## config.mk

```make
export PLATFORM = sky130hd
export DESIGN_NAME = sn76489_register_interface
export DESIGN_NICKNAME = d
export VERILOG_FILES = /design/src/rtl/sn76489_register_interface.sv
export SDC_FILE = /design/constraint.sdc
export NUM_CORES = 1
export LEC_CHECK = 0
export BUFFER_PORTS_ARGS = -buffer_cell sky130_fd_sc_hd__clkbuf_2
export CORE_MARGIN = 2
export CORE_UTILIZATION = 50
export DETAILED_ROUTE_END_ITERATION = 12
export GPL_ROUTABILITY_DRIVEN = 1
export PLACE_DENSITY = 0.77
export SLEW_MARGIN = 0
export SYNTH_ARGS = -nofsm -noshare
export SYNTH_HDL_FRONTEND = slang
export SYNTH_SLANG_ARGS = --single-unit
```

## constraint.sdc

```tcl
create_clock -name clk -period 2.05 [get_ports clk]
set_clock_uncertainty 0.05 [all_clocks]
set_input_delay 0.205 -clock clk [delete_from_list [all_inputs] [get_ports clk]]
set_output_delay 0.205 -clock clk [all_outputs]
set_load 0.02 [all_outputs]
```

## src/rtl/sn76489_register_interface.sv

```systemverilog
// SN76489 PSG register interface.
// Decodes CPU byte writes into the tone/attenuation/noise registers and
// generates the generator enable tick and the noise LFSR reload pulse.
// Ports:
//   clk, reset_n      : clock and synchronous active-low reset
//   wr, data[7:0]     : CPU write strobe and byte
//   tone0_n..tone2_n  : 10-bit tone half-periods
//   noise_n, noise_fb : noise shift period and feedback type (1 = white)
//   att0..att3        : 4-bit attenuations (att3 = noise channel)
//   noise_rst         : one-cycle pulse after any noise-register write
//   enable            : one-cycle tick every CLK_DIV clocks
module sn76489_register_interface #(
    parameter int unsigned CLK_DIV = 16
) (
    input  logic       clk,
    input  logic       reset_n,
    input  logic       wr,
    input  logic [7:0] data,
    output logic [9:0] tone0_n,
    output logic [9:0] tone1_n,
    output logic [9:0] tone2_n,
    output logic [9:0] noise_n,
    output logic       noise_fb,
    output logic [3:0] att0,
    output logic [3:0] att1,
    output logic [3:0] att2,
    output logic [3:0] att3,
    output logic       noise_rst,
    output logic       enable
);

    localparam int unsigned DIV_W   = (CLK_DIV > 2) ? $clog2(CLK_DIV) : 1;
    localparam int unsigned TONE_W  = 10;
    localparam int unsigned ATT_W   = 4;
    localparam logic [DIV_W-1:0] DIV_LAST = DIV_W'(CLK_DIV - 1);

    logic [TONE_W-1:0] tone0_q, tone0_d, tone1_q, tone1_d, tone2_q, tone2_d;
    logic [ATT_W-1:0]  att0_q, att0_d, att1_q, att1_d, att2_q, att2_d, att3_q, att3_d;
    logic              noise_fb_q, noise_fb_d;
    logic [1:0]        rate_q, rate_d;
    logic [1:0]        latch_ch_q, latch_ch_d;
    logic              latch_vol_q, latch_vol_d;
    logic [DIV_W-1:0]  div_q, div_d;
    logic              noise_rst_q, noise_rst_d;
    logic              enable_q, enable_d;

    logic [1:0]        tgt_ch;
    logic              tgt_vol;
    logic              is_latch;

    // Next-state decode for register writes and the enable divider.
    always_comb begin
        tone0_d     = tone0_q;
        tone1_d     = tone1_q;
        tone2_d     = tone2_q;
        att0_d      = att0_q;
        att1_d      = att1_q;
        att2_d      = att2_q;
        att3_d      = att3_q;
        noise_fb_d  = noise_fb_q;
        rate_d      = rate_q;
        latch_ch_d  = latch_ch_q;
        latch_vol_d = latch_vol_q;
        noise_rst_d = 1'b0;
        is_latch    = data[7];
        tgt_ch      = latch_ch_q;
        tgt_vol     = latch_vol_q;

        // Enable is registered, so it is computed from the next divider value.
        div_d    = (div_q == DIV_LAST) ? '0 : div_q + DIV_W'(1);
        enable_d = (div_d == DIV_LAST);

        if (wr) begin
            // A latch byte retargets first, then writes its low nibble.
            if (is_latch) begin
                tgt_ch      = data[6:5];
                tgt_vol     = data[4];
                latch_ch_d  = data[6:5];
                latch_vol_d = data[4];
            end

            if (tgt_vol) begin
                case (tgt_ch)
                    2'd0:    att0_d = data[3:0];
                    2'd1:    att1_d = data[3:0];
                    2'd2:    att2_d = data[3:0];
                    default: att3_d = data[3:0];
                endcase
            end else if (tgt_ch == 2'd3) begin
                noise_fb_d  = data[2];
                rate_d      = data[1:0];
                noise_rst_d = 1'b1;
            end else begin
                case (tgt_ch)
                    2'd0: begin
                        if (is_latch) tone0_d[3:0] = data[3:0];
                        else          tone0_d[9:4] = data[5:0];
                    end
                    2'd1: begin
                        if (is_latch) tone1_d[3:0] = data[3:0];
                        else          tone1_d[9:4] = data[5:0];
                    end
                    default: begin
                        if (is_latch) tone2_d[3:0] = data[3:0];
                        else          tone2_d[9:4] = data[5:0];
                    end
                endcase
            end
        end
    end

    // State registers; a write in a reset cycle is dropped by the reset branch.
    always_ff @(posedge clk) begin
        if (!reset_n) begin
            tone0_q     <= '0;
            tone1_q     <= '0;
            tone2_q     <= '0;
            att0_q      <= 4'hF;
            att1_q      <= 4'hF;
            att2_q      <= 4'hF;
            att3_q      <= 4'hF;
            noise_fb_q  <= 1'b0;
            rate_q      <= 2'b00;
            latch_ch_q  <= 2'd0;
            latch_vol_q <= 1'b0;
            div_q       <= '0;
            noise_rst_q <= 1'b0;
            enable_q    <= 1'b0;
        end else begin
            tone0_q     <= tone0_d;
            tone1_q     <= tone1_d;
            tone2_q     <= tone2_d;
            att0_q      <= att0_d;
            att1_q      <= att1_d;
            att2_q      <= att2_d;
            att3_q      <= att3_d;
            noise_fb_q  <= noise_fb_d;
            rate_q      <= rate_d;
            latch_ch_q  <= latch_ch_d;
            latch_vol_q <= latch_vol_d;
            div_q       <= div_d;
            noise_rst_q <= noise_rst_d;
            enable_q    <= enable_d;
        end
    end

    // Noise period from registered rate; rate 3 tracks tone2 with no extra delay.
    always_comb begin
        noise_n = 10'h010;
        case (rate_q)
            2'b00:   noise_n = 10'h010;
            2'b01:   noise_n = 10'h020;
            2'b10:   noise_n = 10'h040;
            default: noise_n = tone2_q;
        endcase
    end

    assign tone0_n   = tone0_q;
    assign tone1_n   = tone1_q;
    assign tone2_n   = tone2_q;
    assign att0      = att0_q;
    assign att1      = att1_q;
    assign att2      = att2_q;
    assign att3      = att3_q;
    assign noise_fb  = noise_fb_q;
    assign noise_rst = noise_rst_q;
    assign enable    = enable_q;

endmodule
```

==> results.yml <==
outcome:
  run_status: "completed"
drt:
  wire_per_inst_um: 14.3
  wl_met2_um: 2830
  ant_nets: 0
  highest_layer: "met4"
  firstDrtPassIters: 4
  drt_iter0_markers: 161
  drt_wl_total_um: 6020
  drc: 0
  vias_per_cell: 5.46
  num_vias: 2300
  met1_length_um: 2760
  wl_met3_um: 311
finish:
  area_growth_pct: 21.6
  drive_above_1_share: 0.263
  seqCellArea_sq_mm: 0.00116
  antenna_cells: 0
  n_fill_cell: 446
  finalNetCount: 362
  multi_input_area_sq_mm: 0.00120
timing:
  worst_pin_slew_ns: 0.617
  final-setup-viol-count: 0
  rsz0062_at_grt: "no"
  fmax_mhz: 616
  timing.final.ws_setup_ns: 0.426
  holdWs_ns: 0.167
  slew_headroom: 0.588
  hold_violations: 0
  layout_min_cycle_time_ns: 1.62
  slew_violations: 0
  period_share: 0.792
  tns_ns: 0
global_routing:
  grt_pass1_wl_um: 9510
  grt_max_degree: 27
  grt_usage: 0.226
  grt_pass1_vias: 2045
  antenna_found_initial: 0
  overflow: 0
floorplanning:
  die-area_sq_mm: 0.00556
  pin_count: 70
  start_util: 0.524
  die_x_um: 74.6
  core_area_sq_mm: 0.00475
  rows: 25
  die_h_um: 74.6
placement:
  hpwlAfterDp_um: 4140
  place_ws_ns: 0.374
  place_congestion: 0.802
  port_buffers: 69
hold_path:
  hold_path_end: "enable"
  hold_class: "input port to register"
  min_from: "reset_n"
  hold_depth: 3
critical_path:
  crit_fanout: 11
  crit_type: "register to register"
  rr_worst_depth: 3
  start_kind: "register"
  r2r_slack_ns: 0.43
  cp.arrival_ns: 1.82
  rr_endpoint: "att0[3]"
  required_ns: 2.25
  end_kind: "register"
  timing.rr.start: "latch_ch_q[0]"
pwr:
  max-vdd-ir-drop_mv: 0.399
  p_per_area_mw_per_mm2: 777
  total_power_mw: 2.36
  power_leakage_nw: 1.29
synth:
  synth_warnings: 0
  syn_avg_cell_area_sq_um: 8.65
  syn_area_sq_mm: 0.00249
  synth_cell_types: 36
  synth_seq_area_share: 0.466
  synth_nets: 301
  ys_ff_latch: 58
  synthesis.instances: 288
clock_tree:
  cts_tree: "yes"
  hold_buffers: 0
  clkLatencyLatePin_ns: 0.33
  postCtsResizedCells: 0
  h-tree-depth: 3
  cts_max_path_buffers: 2
  clock-sinks: 58
  cts_setup_buffers: 0
  clkTransAtPathRegs_ns: 0.06
  cts-root-buf: "clkbuf_8"
  cts_made_buffers: 9
flow_run:
  cap_violations: 0
==> flip-flops by register name, summed over array words and instances, names as in the netlist <==
name and flops:
tone0_n 10, tone1_n 10, tone2_n 10, att0 4, att1 4, att2 4
att3 4, div_q 4, latch_ch_q 2, rate_q 2, enable 1, latch_vol_q 1
noise_fb 1, noise_rst 1
==> placed cells by master, fill, tap and decap left out <==
master,Yosys,final
a211o_1,2,2
a211oi_2,1,1
a211oi_4,1,1
a21bo_2,1,1
a21boi_0,2,2
a21oi_1,36,36
a311oi_1,1,1
and2_1,2,2
and3_1,7,7
and3b_1,2,2
and4bb_2,1,1
buf_4,1,4
clkbuf_1,14,2
clkbuf_2,0,69
clkbuf_8,0,12
clkinv_2,0,2
dfxtp_1,58,58
ha_1,2,2
inv_1,7,7
mux2_2,1,1
mux2i_1,20,20
nand2_1,11,11
nand2b_1,2,2
nand3_1,35,35
nand3b_1,4,4
nand4b_1,1,1
nand4bb_1,1,1
nor2_1,22,22
nor2b_1,2,2
nor3_1,1,1
nor3b_1,3,3
o211ai_1,2,2
o21ai_0,33,33
or3_1,2,2
or3b_4,1,1
xnor2_1,1,1
==> through the flow <==
step                       util  area [sq um]  cells
after detailed placement  0.599          2850    405
after global routing      0.637          3030    421
after global placement    0.599          2850    405
final                     0.637          3030    421
after CTS                 0.637          3030    421
after floorplan               -          2490    288
==> cell families (layout without fill, tap and decap cells) <==
family | after synthesis | after routing | synth area share
AOI/OAI and AO/OA | 79 | 79 | 0.178
xor gates and xnor gates | 1 | 1 | 0.00352
adders and majority gates | 2 | 2 | 0.0100
buffers and inverters | 30 | 96 | 0.0517
DFF | 58 | 58 | 0.466
muxes | 21 | 21 | 0.0849
and+or+nand+nor | 97 | 97 | 0.205
==> worst max-delay path by stage <==
stage / end / slack, ns / start
2_1_floorplan: att0[0] / 0.65 / latch_ch_q[1]
3_3_place_gp: att0[1] / 0.43 / data[7]
3_5_place_dp: att0[3] / 0.37 / data[7]
4_1_cts: att0[3] / 0.43 / latch_ch_q[0]
5_1_grt: att0[3] / 0.38 / latch_ch_q[0]
6_report: att0[3] / 0.43 / latch_ch_q[0]
==> cell type report <==
cell class / count / area share
Multi-Input combinational cell: 200 / 0.396
Sequential cell: 58 / 0.383
Timing Repair Buffer: 73 / 0.124
Clock buffer: 14 / 0.0570
Tap cell: 67 / 0.0277
Inverter: 7 / 0.00867
Clock inverter: 2 / 0.00330
==> power breakdown <==
group | switching, mW | internal (mW) | total (mW)
clock network | 0.425 | 0.535 | 0.960
logic | 0.147 | 0.0683 | 0.215
registers | 0.0267 | 1.15 | 1.18
==> critical path: stages, from the launching register on <==
cell and delay, ns:
dfxtp_1 0.40, or3_1 0.46, a211oi_4 0.38, mux2i_1 0.25
==> synthesized netlist by cell type <==
master,n,area (sq um)
dfxtp_1,58,1160
and3b_1,2,17.5
and3_1,7,43.8
mux2_2,1,11.3
nand3_1,35,175
or3_1,2,12.5
buf_6,1,11.3
nand4bb_1,1,11.3
and2_1,2,12.5
a211oi_4,1,20.0
a21boi_0,2,15.0
nand2_1,11,41.3
ha_1,2,25.0
buf_1,3,11.3
buf_4,1,7.51
clkbuf_1,14,52.6
o21ai_0,33,165
or3b_4,1,11.3
buf_2,4,20.0
mux2i_1,20,200
nor2_1,22,82.6
a21bo_2,1,10.0
a21oi_1,36,180
inv_1,7,26.3
a211o_1,2,17.5
a211oi_2,1,12.5
a311oi_1,1,8.76
nor3_1,1,5.00
nand4b_1,1,8.76
nor3b_1,3,22.5
nand3b_1,4,30.0
xnor2_1,1,8.76
o211ai_1,2,15.0
nor2b_1,2,12.5
and4bb_2,1,12.5
nand2b_1,2,12.5
==> layer usage <==
layer,global-route usage,vias to the layer above
met5,0,-
met1,0.292,1078
met4,0.121,0
met2,0.347,75
li1,-,1138
met3,0.0596,9
No activity file was read; power rests on OpenSTA's default activity.
